### src/rtl/hc_rd_stream_requestor_pkg.sv
// Shared types for the HardCloud read requestor: request control, simplified
// CCI-P c0 channel structs, read FSM states and the line-address helper.
package hc_rd_stream_requestor_pkg;

    localparam int HC_RD_MAX_OUTSTANDING = 8;

    typedef logic [63:0]  t_hc_address;
    typedef logic [41:0]  t_ccip_clAddr;
    typedef logic [511:0] t_block;
    typedef logic [15:0]  t_ccip_mdata;

    typedef enum logic [2:0] {
        e_REQUEST_READ_STREAM   = 3'd0,
        e_REQUEST_WRITE_STREAM  = 3'd1,
        e_REQUEST_READ_INDEXED  = 3'd2,
        e_REQUEST_WRITE_INDEXED = 3'd3
    } t_request_cmd;

    typedef struct packed {
        t_request_cmd cmd;
        logic [7:0]   id;
        logic [31:0]  size;
        logic [31:0]  offset;
    } t_request_control;

    typedef enum logic [3:0] {
        eREQ_RDLINE_I = 4'h0,
        eREQ_RDLINE_S = 4'h1
    } t_ccip_c0_req;

    typedef enum logic [3:0] {
        eRSP_RDLINE = 4'h0,
        eRSP_UMSG   = 4'h4
    } t_ccip_c0_rsp;

    typedef enum logic [1:0] {
        eCL_LEN_1 = 2'd0,
        eCL_LEN_2 = 2'd1,
        eCL_LEN_4 = 2'd3
    } t_ccip_clLen;

    typedef enum logic [1:0] {
        eVC_VA  = 2'd0,
        eVC_VL0 = 2'd1,
        eVC_VH0 = 2'd2,
        eVC_VH1 = 2'd3
    } t_ccip_vc;

    typedef struct packed {
        t_ccip_vc     vc_sel;
        logic [1:0]   rsvd1;
        t_ccip_clLen  cl_len;
        t_ccip_c0_req req_type;
        logic [5:0]   rsvd0;
        t_ccip_clAddr address;
        t_ccip_mdata  mdata;
    } t_ccip_c0_ReqMemHdr;

    typedef struct packed {
        t_ccip_c0_ReqMemHdr hdr;
        logic               valid;
    } t_if_ccip_c0_Tx;

    typedef struct packed {
        t_ccip_vc     vc_used;
        logic         rsvd1;
        logic         hit_miss;
        logic [1:0]   rsvd0;
        logic [1:0]   cl_num;
        t_ccip_c0_rsp resp_type;
        t_ccip_mdata  mdata;
    } t_ccip_c0_RspMemHdr;

    typedef struct packed {
        t_ccip_c0_RspMemHdr hdr;
        t_block             data;
        logic               rspValid;
        logic               mmioRdValid;
        logic               mmioWrValid;
    } t_if_ccip_c0_Rx;

    typedef enum logic [1:0] {
        S_RD_START  = 2'd0,
        S_RD_IDLE   = 2'd1,
        S_RD_STREAM = 2'd2,
        S_RD_INDEX  = 2'd3
    } t_rd_state;

    // Cache-line address of (byte base + line offset); wraps silently at 2^42 lines.
    function automatic t_ccip_clAddr hc_line_addr(input t_hc_address base, input logic [31:0] offset);
        logic [57:0] line;
        line = base[63:6] + 58'(offset);
        return line[41:0];
    endfunction

endpackage

### src/rtl/hc_rd_stream_requestor_if.sv
// Request, CCI-P c0 and line-output signals of the read requestor.
// master = requestor side, slave = CSR/CCI-P/accelerator side.
interface hc_rd_stream_requestor_if;
    import hc_rd_stream_requestor_pkg::*;

    logic             start;
    t_hc_address      buf_base;
    logic             req_valid;
    t_request_control req_ctl;
    logic             req_ready;
    t_if_ccip_c0_Tx   c0_tx;
    logic             c0_almfull;
    t_if_ccip_c0_Rx   c0_rx;
    logic             out_valid;
    t_block           out_data;
    logic             out_ready;
    logic             done;

    modport master (
        input  start, buf_base, req_valid, req_ctl, c0_almfull, c0_rx, out_ready,
        output req_ready, c0_tx, out_valid, out_data, done
    );

    modport slave (
        output start, buf_base, req_valid, req_ctl, c0_almfull, c0_rx, out_ready,
        input  req_ready, c0_tx, out_valid, out_data, done
    );

endinterface

### src/rtl/hc_rd_stream_requestor_rob.sv
// Reorder buffer: line storage indexed by tag, per-slot valid bits,
// one write port for responses and one head read port for retirement.
module hc_rd_rob
    import hc_rd_stream_requestor_pkg::*;
#(
    parameter int MAX_OUTSTANDING = HC_RD_MAX_OUTSTANDING,
    parameter int TAG_W           = $clog2(MAX_OUTSTANDING)
) (
    input  logic             clk,
    input  logic             rst_n,
    input  logic             i_wr_en,
    input  logic [TAG_W-1:0] i_wr_tag,
    input  t_block           i_wr_data,
    input  logic [TAG_W-1:0] i_rd_tag,
    input  logic             i_rd_clr,
    output logic             o_rd_valid,
    output t_block           o_rd_data
);

    t_block                     r_mem [MAX_OUTSTANDING];
    logic [MAX_OUTSTANDING-1:0] r_valid;

    always_ff @(posedge clk) begin
        if (i_wr_en) r_mem[i_wr_tag] <= i_wr_data;
    end

    // Set and clear never target the same slot: the credit limit prevents tag reuse.
    always_ff @(posedge clk or negedge rst_n) begin
        if (!rst_n) begin
            r_valid <= '0;
        end else begin
            if (i_rd_clr) r_valid[i_rd_tag] <= 1'b0;
            if (i_wr_en)  r_valid[i_wr_tag] <= 1'b1;
        end
    end

    assign o_rd_valid = r_valid[i_rd_tag];
    assign o_rd_data  = r_mem[i_rd_tag];

endmodule

### src/rtl/hc_rd_stream_requestor.sv
// Read requestor: turns stream/indexed read commands into CCI-P c0 line reads
// and returns the out-of-order responses to the accelerator in line order.
module hc_rd_stream_requestor
    import hc_rd_stream_requestor_pkg::*;
#(
    parameter int MAX_OUTSTANDING = HC_RD_MAX_OUTSTANDING,
    parameter int TAG_W           = $clog2(MAX_OUTSTANDING)
) (
    input  logic                            clk,
    input  logic                            rst_n,
    hc_rd_stream_requestor_if.master        io_bus
);

    t_rd_state          r_state;
    logic [31:0]        r_len;
    logic [31:0]        r_issued;
    logic [31:0]        r_retired;
    t_ccip_clAddr       r_base_cl;
    t_if_ccip_c0_Tx     r_c0_tx;
    logic               r_done;

    logic               w_accept;
    logic               w_cmd_read;
    logic [31:0]        w_cmd_len;
    logic               w_active;
    logic [31:0]        w_cur_len;
    logic [31:0]        w_cur_issued;
    logic [31:0]        w_cur_retired;
    t_ccip_clAddr       w_cur_base;
    logic [31:0]        w_inflight;
    logic               w_issue;
    t_ccip_c0_ReqMemHdr w_hdr;
    logic               w_rsp_wr;
    logic               w_head_valid;
    t_block             w_head_data;
    logic               w_retire;
    logic               w_unused;

    assign w_accept = (r_state == S_RD_IDLE) && io_bus.req_valid;

    always_comb begin
        w_cmd_read = 1'b0;
        w_cmd_len  = '0;
        case (io_bus.req_ctl.cmd)
            e_REQUEST_READ_STREAM:  begin w_cmd_read = 1'b1; w_cmd_len = io_bus.req_ctl.size; end
            e_REQUEST_READ_INDEXED: begin w_cmd_read = 1'b1; w_cmd_len = 32'd1; end
            default: ;
        endcase
    end

    // Issue logic sees the command being accepted as if it were already loaded,
    // so the first request leaves the cycle after accept.
    always_comb begin
        w_active      = (r_state == S_RD_STREAM);
        w_cur_len     = r_len;
        w_cur_issued  = r_issued;
        w_cur_retired = r_retired;
        w_cur_base    = r_base_cl;
        if (w_accept) begin
            w_active      = w_cmd_read && (w_cmd_len != '0);
            w_cur_len     = w_cmd_len;
            w_cur_issued  = '0;
            w_cur_retired = '0;
            w_cur_base    = hc_line_addr(io_bus.buf_base, io_bus.req_ctl.offset);
        end
        w_inflight = w_cur_issued - w_cur_retired;
        w_issue    = w_active && (w_cur_issued < w_cur_len) && !io_bus.c0_almfull
                     && (w_inflight < 32'(MAX_OUTSTANDING));

        w_hdr          = '0;
        w_hdr.vc_sel   = eVC_VA;
        w_hdr.cl_len   = eCL_LEN_1;
        w_hdr.req_type = eREQ_RDLINE_I;
        w_hdr.address  = w_cur_base + 42'(w_cur_issued);
        w_hdr.mdata    = 16'(w_cur_issued[TAG_W-1:0]);
    end

    assign w_rsp_wr = (r_state == S_RD_STREAM) && io_bus.c0_rx.rspValid
                      && (io_bus.c0_rx.hdr.resp_type == eRSP_RDLINE);
    assign w_retire = (r_state == S_RD_STREAM) && w_head_valid && io_bus.out_ready;

    hc_rd_rob #(
        .MAX_OUTSTANDING (MAX_OUTSTANDING),
        .TAG_W           (TAG_W)
    ) u_rob (
        .clk        (clk),
        .rst_n      (rst_n),
        .i_wr_en    (w_rsp_wr),
        .i_wr_tag   (io_bus.c0_rx.hdr.mdata[TAG_W-1:0]),
        .i_wr_data  (io_bus.c0_rx.data),
        .i_rd_tag   (r_retired[TAG_W-1:0]),
        .i_rd_clr   (w_retire),
        .o_rd_valid (w_head_valid),
        .o_rd_data  (w_head_data)
    );

    always_ff @(posedge clk or negedge rst_n) begin
        if (!rst_n) begin
            r_state   <= S_RD_START;
            r_len     <= '0;
            r_issued  <= '0;
            r_retired <= '0;
            r_base_cl <= '0;
            r_c0_tx   <= '0;
            r_done    <= 1'b0;
        end else begin
            r_done        <= 1'b0;
            r_c0_tx.valid <= w_issue;
            if (w_issue) begin
                r_c0_tx.hdr <= w_hdr;
                r_issued    <= w_cur_issued + 32'd1;
            end
            case (r_state)
                S_RD_START: begin
                    if (io_bus.start) r_state <= S_RD_IDLE;
                end
                S_RD_IDLE: begin
                    if (w_accept) begin
                        r_len     <= w_cmd_len;
                        r_retired <= '0;
                        r_base_cl <= w_cur_base;
                        if (!w_issue) r_issued <= '0;
                        // Zero-length reads finish immediately; other commands are dropped.
                        if (w_cmd_read) begin
                            if (w_cmd_len == '0) r_done  <= 1'b1;
                            else                 r_state <= S_RD_STREAM;
                        end
                    end
                end
                S_RD_STREAM: begin
                    if (w_retire) begin
                        r_retired <= r_retired + 32'd1;
                        if (r_retired + 32'd1 == r_len) begin
                            r_done  <= 1'b1;
                            r_state <= S_RD_IDLE;
                        end
                    end
                end
                default: r_state <= S_RD_IDLE;
            endcase
        end
    end

    assign io_bus.req_ready = (r_state == S_RD_IDLE);
    assign io_bus.c0_tx     = r_c0_tx;
    assign io_bus.out_valid = (r_state == S_RD_STREAM) && w_head_valid;
    assign io_bus.out_data  = w_head_data;
    assign io_bus.done      = r_done;

    assign w_unused = ^{io_bus.req_ctl.id, io_bus.c0_rx.hdr.vc_used, io_bus.c0_rx.hdr.rsvd1,
                        io_bus.c0_rx.hdr.hit_miss, io_bus.c0_rx.hdr.rsvd0, io_bus.c0_rx.hdr.cl_num,
                        io_bus.c0_rx.hdr.mdata[15:TAG_W], io_bus.c0_rx.mmioRdValid,
                        io_bus.c0_rx.mmioWrValid};

endmodule

### src/flat_wrapper.sv
// flat-port wrapper written by rule: the top's interface ports become plain ports
module hc_rd_stream_requestor_flat import hc_rd_stream_requestor_pkg::*;
#(
    parameter int MAX_OUTSTANDING = HC_RD_MAX_OUTSTANDING,
    parameter int TAG_W           = $clog2(MAX_OUTSTANDING)
)
  (clk, rst_n, io_bus_start, io_bus_buf_base, io_bus_req_valid, io_bus_req_ctl, io_bus_c0_almfull, io_bus_c0_rx, io_bus_out_ready, io_bus_req_ready, io_bus_c0_tx, io_bus_out_valid, io_bus_out_data, io_bus_done);
  hc_rd_stream_requestor_if io_bus_i ();
  input  logic clk;
  input  logic rst_n;
  input wire logic [$bits(io_bus_i.start)-1:0] io_bus_start;
  input wire logic [$bits(io_bus_i.buf_base)-1:0] io_bus_buf_base;
  input wire logic [$bits(io_bus_i.req_valid)-1:0] io_bus_req_valid;
  input wire logic [$bits(io_bus_i.req_ctl)-1:0] io_bus_req_ctl;
  input wire logic [$bits(io_bus_i.c0_almfull)-1:0] io_bus_c0_almfull;
  input wire logic [$bits(io_bus_i.c0_rx)-1:0] io_bus_c0_rx;
  input wire logic [$bits(io_bus_i.out_ready)-1:0] io_bus_out_ready;
  output wire logic [$bits(io_bus_i.req_ready)-1:0] io_bus_req_ready;
  output wire logic [$bits(io_bus_i.c0_tx)-1:0] io_bus_c0_tx;
  output wire logic [$bits(io_bus_i.out_valid)-1:0] io_bus_out_valid;
  output wire logic [$bits(io_bus_i.out_data)-1:0] io_bus_out_data;
  output wire logic [$bits(io_bus_i.done)-1:0] io_bus_done;
  assign io_bus_i.start = io_bus_start;
  assign io_bus_i.buf_base = io_bus_buf_base;
  assign io_bus_i.req_valid = io_bus_req_valid;
  assign io_bus_i.req_ctl = io_bus_req_ctl;
  assign io_bus_i.c0_almfull = io_bus_c0_almfull;
  assign io_bus_i.c0_rx = io_bus_c0_rx;
  assign io_bus_i.out_ready = io_bus_out_ready;
  assign io_bus_req_ready = io_bus_i.req_ready;
  assign io_bus_c0_tx = io_bus_i.c0_tx;
  assign io_bus_out_valid = io_bus_i.out_valid;
  assign io_bus_out_data = io_bus_i.out_data;
  assign io_bus_done = io_bus_i.done;
  hc_rd_stream_requestor #(.MAX_OUTSTANDING(MAX_OUTSTANDING), .TAG_W(TAG_W)) u_core (.clk(clk), .rst_n(rst_n), .io_bus(io_bus_i));
endmodule
### config.mk
export PLATFORM = sky130hd
export DESIGN_NAME = hc_rd_stream_requestor_flat
export DESIGN_NICKNAME = d
export VERILOG_FILES = /design/src/rtl/hc_rd_stream_requestor_pkg.sv /design/src/rtl/hc_rd_stream_requestor_if.sv /design/src/rtl/hc_rd_stream_requestor_rob.sv /design/src/rtl/hc_rd_stream_requestor.sv /design/src/flat_wrapper.sv
export SDC_FILE = /design/constraint.sdc
export NUM_CORES = 2
export LEC_CHECK = 0
export BUFFER_PORTS_ARGS = -buffer_cell sky130_fd_sc_hd__buf_2
export CAP_MARGIN = 20
export CELL_PAD_IN_SITES_DETAIL_PLACEMENT = 0
export CELL_PAD_IN_SITES_GLOBAL_PLACEMENT = 1
export CORE_MARGIN = 4
export CORE_UTILIZATION = 50
export DETAILED_ROUTE_END_ITERATION = 7
export GPL_TIMING_DRIVEN = 0
export PLACE_DENSITY_LB_ADDON = 0.1
export SKIP_LAST_GASP = 1
export SLEW_MARGIN = 20
export SYNTH_ARGS = -nofsm -noshare
export SYNTH_HDL_FRONTEND = slang
export SYNTH_SLANG_ARGS = --single-unit
### constraint.sdc
create_clock -name clk -period 52 [get_ports clk]
set_input_delay 10.4 -clock clk [delete_from_list [all_inputs] [get_ports clk]]
set_output_delay 10.4 -clock clk [all_outputs]
set_load 0.01 [all_outputs]
* Word level (Yosys, flattened, before mapping)
Memories as Yosys holds them, arrays and structs flattened. Index checks and enable logic that the tools add are counted.
Operators by class: bitwise gates (word level) 3, equal/unequal tests 10, reduce and logical (&&, ||, !) cells 22, shifts and indexed selects 0, muxes and demuxes 36, add/sub/neg operators 5, order comparisons 6, $mul 0, div/mod/pow operators 0
Operators by type and width (count):
- 2-to-1 mux 32 bit | 8
- case mux 32 bit (2 select lines) | 2
- adder 42 x 32 -> 42 bit | 2
- adder 32 x 1 -> 32 bit (second input constant) | 2
- 2-to-1 mux 42 bit | 1
- equality test 32 bit | 1
- zero test 32 bit | 1
- < comparator 32 bit | 1
- < comparator 32 x 4 -> 1 bit (second input constant) | 1
- nonzero test 32 bit | 1
- subtractor 32 bit | 1
- 2-to-1 mux 8 bit | 2
- 2-to-1 mux 1 bit | 12
- 2-to-1 mux 2 bit | 6
- logical AND 1 bit | 11
- bitwise AND 8 bit | 1
- < comparator 3 x 4 -> 1 bit (second input constant) | 2
- != test 2 bit (second input constant) | 4
- NOT 8 bit | 1
- OR 8 bit | 1
- demux 1 bit (select 3 bit) | 2
- greater-or-equal comparator 3 x 1 -> 1 bit (second input constant) | 2
- case mux 2 bit (3 select lines) | 1
- AND reduction 6 bit | 1
- other kinds (13) | 15
Word-level totals: output and inout port bits 590, memory bits (read-only) 0, flip-flop bits (word level) 195, bits of input ports 688, word-level logic and storage cells 93, latch bits 0, memory bits (writable) 4096, memories 1
Memories:
- u_core.u_rob.r_mem | words 8, width 512, read ports 1, clocked after memory_dff 0, wr ports 1, line hc_rd_stream_requestor_rob.sv:20 | t_block r_mem [MAX_OUTSTANDING];

* Logic depth before layout (Yosys ltp)
depth after elaboration 12, gate-level depth with buffers 27, gate-level depth less buffers 25

* Hierarchy
A second synthesis with hierarchy kept.
Second synthesis, totals: cells, all modules 7972, area total of the unflattened synthesis 170039.3 µm²
Modules (own cells, without submodules):
- hc_rd_rob | area each 153747.5 µm², instances 1, seq. area each 123198.2 µm², cells each 5961
- hc_rd_stream_requestor | area each 16291.9 µm², instances 1, seq. area each 4679.5 µm², cells each 2011

* Worst setup path after synthesis
OpenSTA, ideal clock, no wires.
kind input to register, from input io_bus_c0_rx[516], to memory u_core.u_rob.r_mem[0][0] (netlist bit) (enable), cell stages on the path 1, data required time 49974 ps, library setup time 2026 ps, arrival 45502 ps, slack 4472 ps, path buffers 0, cell sequence nor3_1
RTL lines:
- from (decl) | line flat_wrapper.sv:16 | input wire logic [$bits(io_bus_i.c0_rx)-1:0] io_bus_c0_rx;
- to (decl) | line hc_rd_stream_requestor_rob.sv:20
No word-level cell before the write port.

* Worst setup path in the final report
from input io_bus_req_valid, to register u_core.r_c0_tx (netlist bit u_core.io_bus.c0_tx[57])
On the way: word-level cells in the longest chain between the ends 6, elaborated cells between the ends (all ways) 13, classes of those cells add/sub (2); order compare (2); mux (5); reduce/logical (4)
RTL lines:
- from (decl) | line flat_wrapper.sv:13 | input wire logic [$bits(io_bus_i.req_valid)-1:0] io_bus_req_valid;
- logical AND 1 bit * | line hc_rd_stream_requestor.sv:39 | assign w_accept = (r_state == S_RD_IDLE) && io_bus.req_valid;
- branches (longest 5 deep; another with subtractor 32 bit)
- to (decl) | line hc_rd_stream_requestor.sv:19 | t_if_ccip_c0_Tx r_c0_tx;
Every way passes the cells marked *. A chain may end at the register's enable or synchronous reset.

==> metrics list <==
- The flow ran to the end, and the final reports show no timing, DRC or antenna violations.
- Cell family contributing the most delay on the critical path: buffers and inverters
* Ys Warns: 0
* Setup WS pre-CTS: 32890 ps
- In this run the static leakage power is 64.4 nW.
* Clock Latency Late Sink: about 970 ps
- The final layout contains routed wiring with a total length of about 570 mm.
- Max-cap violations in this run came to 0.
- Final count of pins violating max slew: 0
- Number of DRC violations after detailed routing: 0
* Area of combinational cells with multiple inputs: slightly below 30000 um2
- The clock drives 4291 sinks.
* Cell with the largest stage delay on the worst path: sky130_fd_sc_hd__clkbuf_1
- Die boundary width: 574 um
- The setup path with the least slack is of type in2reg.
* Proportion of synthesized flip-flops having asynchronous set or reset: 0.0454
* Post-route minimum period: 18130 ps
- The total area inside the core boundary comes to about 320000 um2.
- Mapped Avg Cell Area: ~18 um2
* Power density relative to cell area: 41.1 nW/um2
* Worst setup EP type: flip-flop
* Post-synthesis xor/xnor area fraction: 0.00811
- Count of pins on the block boundary: 1278
- Predominant post-synthesis flop cell: sky130_fd_sc_hd__edfxtp_1
- Antenna violations before repair: between 300 and 400
* H-tree lvl count: 5
- Via count of the first global-routing pass: 97498
- Buffers from clock root to sink, at most: 4
* Synth-to-layout area growth: 19.9%
* Post-detail-place hpwl: ~410 mm
* Max frequency: 55.1 MHz
- Post-detailed-route count of antenna-violating nets: 0
- Worst max-slew margin expressed relative to the limit: 0.130
- HP Class: reg2reg
- On the worst path, the slowest cell contributes a delay of around 790 ps.
* Fillers: 23705
- Vias per cell: about 6.4
- Count of buffers inserted at the top-level ports: approximately 1200
- For the final database, setup skew stands at 39.4 ps.
- Once routing completed, OpenROAD measured the worst setup slack at 33870 ps.
- Counting flops with a built-in enable in the synthesized netlist gives 4096.
* TritonCTS clock tree: built
- Arithmetic-cell share of the synthesized area counting full adders, half adders and majority gates: 0.0101
- Final setup violation count: 0
* Number of gates resized after CTS: 0
- The number of hold violations in the final report is 0.
* Distinct cell type count of the synthesized netlist: 87
* Most frequent CP cell: sky130_fd_sc_hd__clkbuf_1
- After synthesis, the share of cell area in mux cells is 0.00444.
* Gate count after technology mapping: 9110
- Measured along the y axis, the die boundary spans 574 um.
* Share of the synthesized area in compound gates (AO/OA/AOI/OAI): 0.120
- Seq/Total Area, Yosys: 0.800
- The critical path goes through buf_2 -> nand2_2 -> buf_4 -> clkbuf_1 -> clkbuf_1 -> clkbuf_1 -> clkbuf_1 -> clkbuf_1 -> buf_1 -> nand2_1 -> ha_1 -> a21oi_1 -> o21bai_1 -> a21oi_1 -> a21boi_0 -> nor3_1 -> or3_1 -> a2111o_1 -> nor4_2 -> clkbuf_1 -> mux2_2.
- STA classifies the critical path startpoint as an input pin.
- Along the worst path, the maximum fanout reaches 10.
- DR WL/cell: 36.0 um
- First-pass GRT wire length: 775 mm
- Buffers and inverters on the worst path: 9
- After synthesis, the largest family of logic cells by area is compound AO/OA/AOI/OAI gates.
- Buffer type at the clock tree root: sky130_fd_sc_hd__clkbuf_16
* Routed via count: 101628
- Post-synthesis register bit count: 4291
* Routability Congestion: roughly 0.94
- Number of clock buffers inserted by TritonCTS: 429
- Period Utilization, post-route: 0.349
- For the pin with the worst max-slew slack, the measured transition is roughly 1300 ps.
- Overall routing resource usage: 0.335
- Pin count of the biggest net entering global routing: 80
- In this run, the number of DRC markers left after iteration 0 of detailed routing was 14283.
* Hold-fix buffer count after cts: 0
- After synthesis the cells add up to 160000 um2.
- For this run the aggregate overflow at the end of global routing stands at 0.
* First-pass iteration count of the detailed router: 8
- Total negative setup slack: 0 ps
- Placed Instance Area: between 150000 and 200000 um2
- Setup repair bufs after CTS: 0
- In the final layout, flip-flops and latches occupy 128000 um2.
- Data on the critical path arrives at its endpoint at about 19000 ps.
- Synthesized-area fraction occupied by and/or/nand/nor cells: 0.0408
- The initial utilization of the core area, before any placement, comes to 0.502.
* Share of cells above drive strength 1: 0.208
- Unrepaired setup endpoints after global routing: false
* Max rail drop VDD: 44.2 uV
- Placement row count: 207
- Die ar.: roughly 330000 um2
- Setup slack on the worst reg-to-reg path comes out at ~43000 ps.
* CTS clk-pin slew, worst paths: 60 ps
- The final layout contains 11982 nets.
* Data required time at the worst endpoint: 52840 ps
- After routing the design area is around 190000 um2.
-- registers in the layout, indices dropped and copies added (netlist names) --
register	cells
u_core.io_bus.c0_tx	46
u_core.r_base_cl	42
u_core.io_bus.done	1
u_core.r_len	32
u_core.u_rob.r_valid	8
u_core.r_state	2
u_core.u_rob.r_mem	4096
u_core.r_issued	32
u_core.r_retired	32
-- worst min-delay path, stage by stage (launching register included) --
cell,delay (ps)
sky130_fd_sc_hd__dfrtp_1,320
sky130_fd_sc_hd__nand2_1,50
sky130_fd_sc_hd__o21ai_0,60
-- layout make-up --
class	instances	area share
sequential	4291	0.667
inverter	88	0.00172
multi-input combinational	4181	0.154
buffer	578	0.0127
antenna	139	0.00181
tap	4180	0.0273
timing repair buffer	1597	0.0660
clock inverter	209	0.00905
clock buffer	561	0.0604
-- cells in the mapped netlist (all sizes together) (16+ instances only) --
master / count / area, um2
or3: 16 / 100
clkbuf: 505 / 1900
o31ai: 16 / 120
o21ai: 167 / 847
nor3: 44 / 230
o211ai: 16 / 125
o21a: 20 / 150
nor2: 96 / 360
dfrtp: 195 / 4880
mux2i: 17 / 170
mux2: 48 / 541
and3: 39 / 244
inv: 88 / 330
nor4: 23 / 144
buf: 73 / 423
nor2b: 19 / 119
nand4: 562 / 3520
a22oi: 2052 / 15400
nand3: 72 / 360
a21oi: 142 / 711
a21o: 49 / 368
nand2: 214 / 806
and2: 35 / 219
xnor2: 93 / 815
xor2: 55 / 482
a22o: 41 / 359
edfxtp: 4096 / 123000
ha: 127 / 1590
-- cell usage in the layout (no fill, tap or decap), types with 41 or more instances in the layout --
cell	instances
sky130_fd_sc_hd__xor2_1	55
sky130_fd_sc_hd__a22oi_1	2052
sky130_fd_sc_hd__nor2_1	89
sky130_fd_sc_hd__clkbuf_2	91
sky130_fd_sc_hd__clkbuf_1	524
sky130_fd_sc_hd__edfxtp_1	4096
sky130_fd_sc_hd__inv_1	87
sky130_fd_sc_hd__a21oi_1	142
sky130_fd_sc_hd__clkinv_1	94
sky130_fd_sc_hd__buf_2	1214
sky130_fd_sc_hd__o21ai_0	162
sky130_fd_sc_hd__buf_12	139
sky130_fd_sc_hd__xnor2_1	93
sky130_fd_sc_hd__clkbuf_16	441
sky130_fd_sc_hd__a21o_1	49
sky130_fd_sc_hd__clkinv_2	60
sky130_fd_sc_hd__nand4_1	562
sky130_fd_sc_hd__mux2_2	48
sky130_fd_sc_hd__a22o_1	41
sky130_fd_sc_hd__ha_1	127
sky130_fd_sc_hd__buf_16	88
sky130_fd_sc_hd__diode_2	139
sky130_fd_sc_hd__nand2_1	213
sky130_fd_sc_hd__nand3_1	72
sky130_fd_sc_hd__dfrtp_1	195
sky130_fd_sc_hd__buf_4	171
-- power breakdown --
group	total, W	leakage [nW]	switching (W)	internal (W)
combinational	0.00109	18.5	0.000779	0.000307
sequential	0.00383	39.4	0.0000166	0.00381
clock	0.00296	6.50	0.00129	0.00168
total	0.00788	64.4	0.00208	0.00579
-- metal layers --
metal,part of all wire,global-route usage,vias to the layer above
met1,0.37,0.444,51879
li1,-,-,42287
met5,0.0014,0,-
met3,0.11,0.0924,1162
met2,0.46,0.516,6164
met4,0.056,0.159,136
-- stage by stage --
step | instances | hold WS [ps] | power, W | utilization
2_1_floorplan | 9138 | 437 | 0.00438 | -
3_3_place_gp | 14513 | 452 | 0.00496 | 0.538
3_5_place_dp | 14915 | 459 | 0.00497 | 0.559
4_1_cts | 15685 | 472 | 0.00789 | 0.601
5_1_grt | 15746 | 502 | 0.00809 | 0.602
6_report | 15824 | 471 | 0.00788 | 0.602
-- worst paths after layout --
kind | endpoint | startpoint | cells past startpoint
setup / recovery | u_core.io_bus.c0_tx[57] | io_bus_req_valid | 21
hold / removal | u_core.r_base_cl[25] | u_core.r_base_cl[25] | 2
setup reg to reg | u_core.io_bus.c0_tx[57] | u_core.r_state[1] | 23
hold reg to reg | u_core.r_base_cl[25] | u_core.r_base_cl[25] | 2
max in group asynchronous | u_core.io_bus.c0_tx[56] | rst_n | 3
min in group asynchronous | u_core.r_retired[5] | rst_n | 1
-- kinds of logic (layout without fill, tap and decap cells) --
group	after synthesis	in the layout
DFF	4291	4291
AOI/OAI and AO/OA	2636	2636
and+or+nand+nor	1175	1175
buffers and inverters	666	3033
xor gates and xnor gates	148	148
adders and majority gates	128	128
muxes	65	65
other	1	168
(Power assumes the default switching activity.)
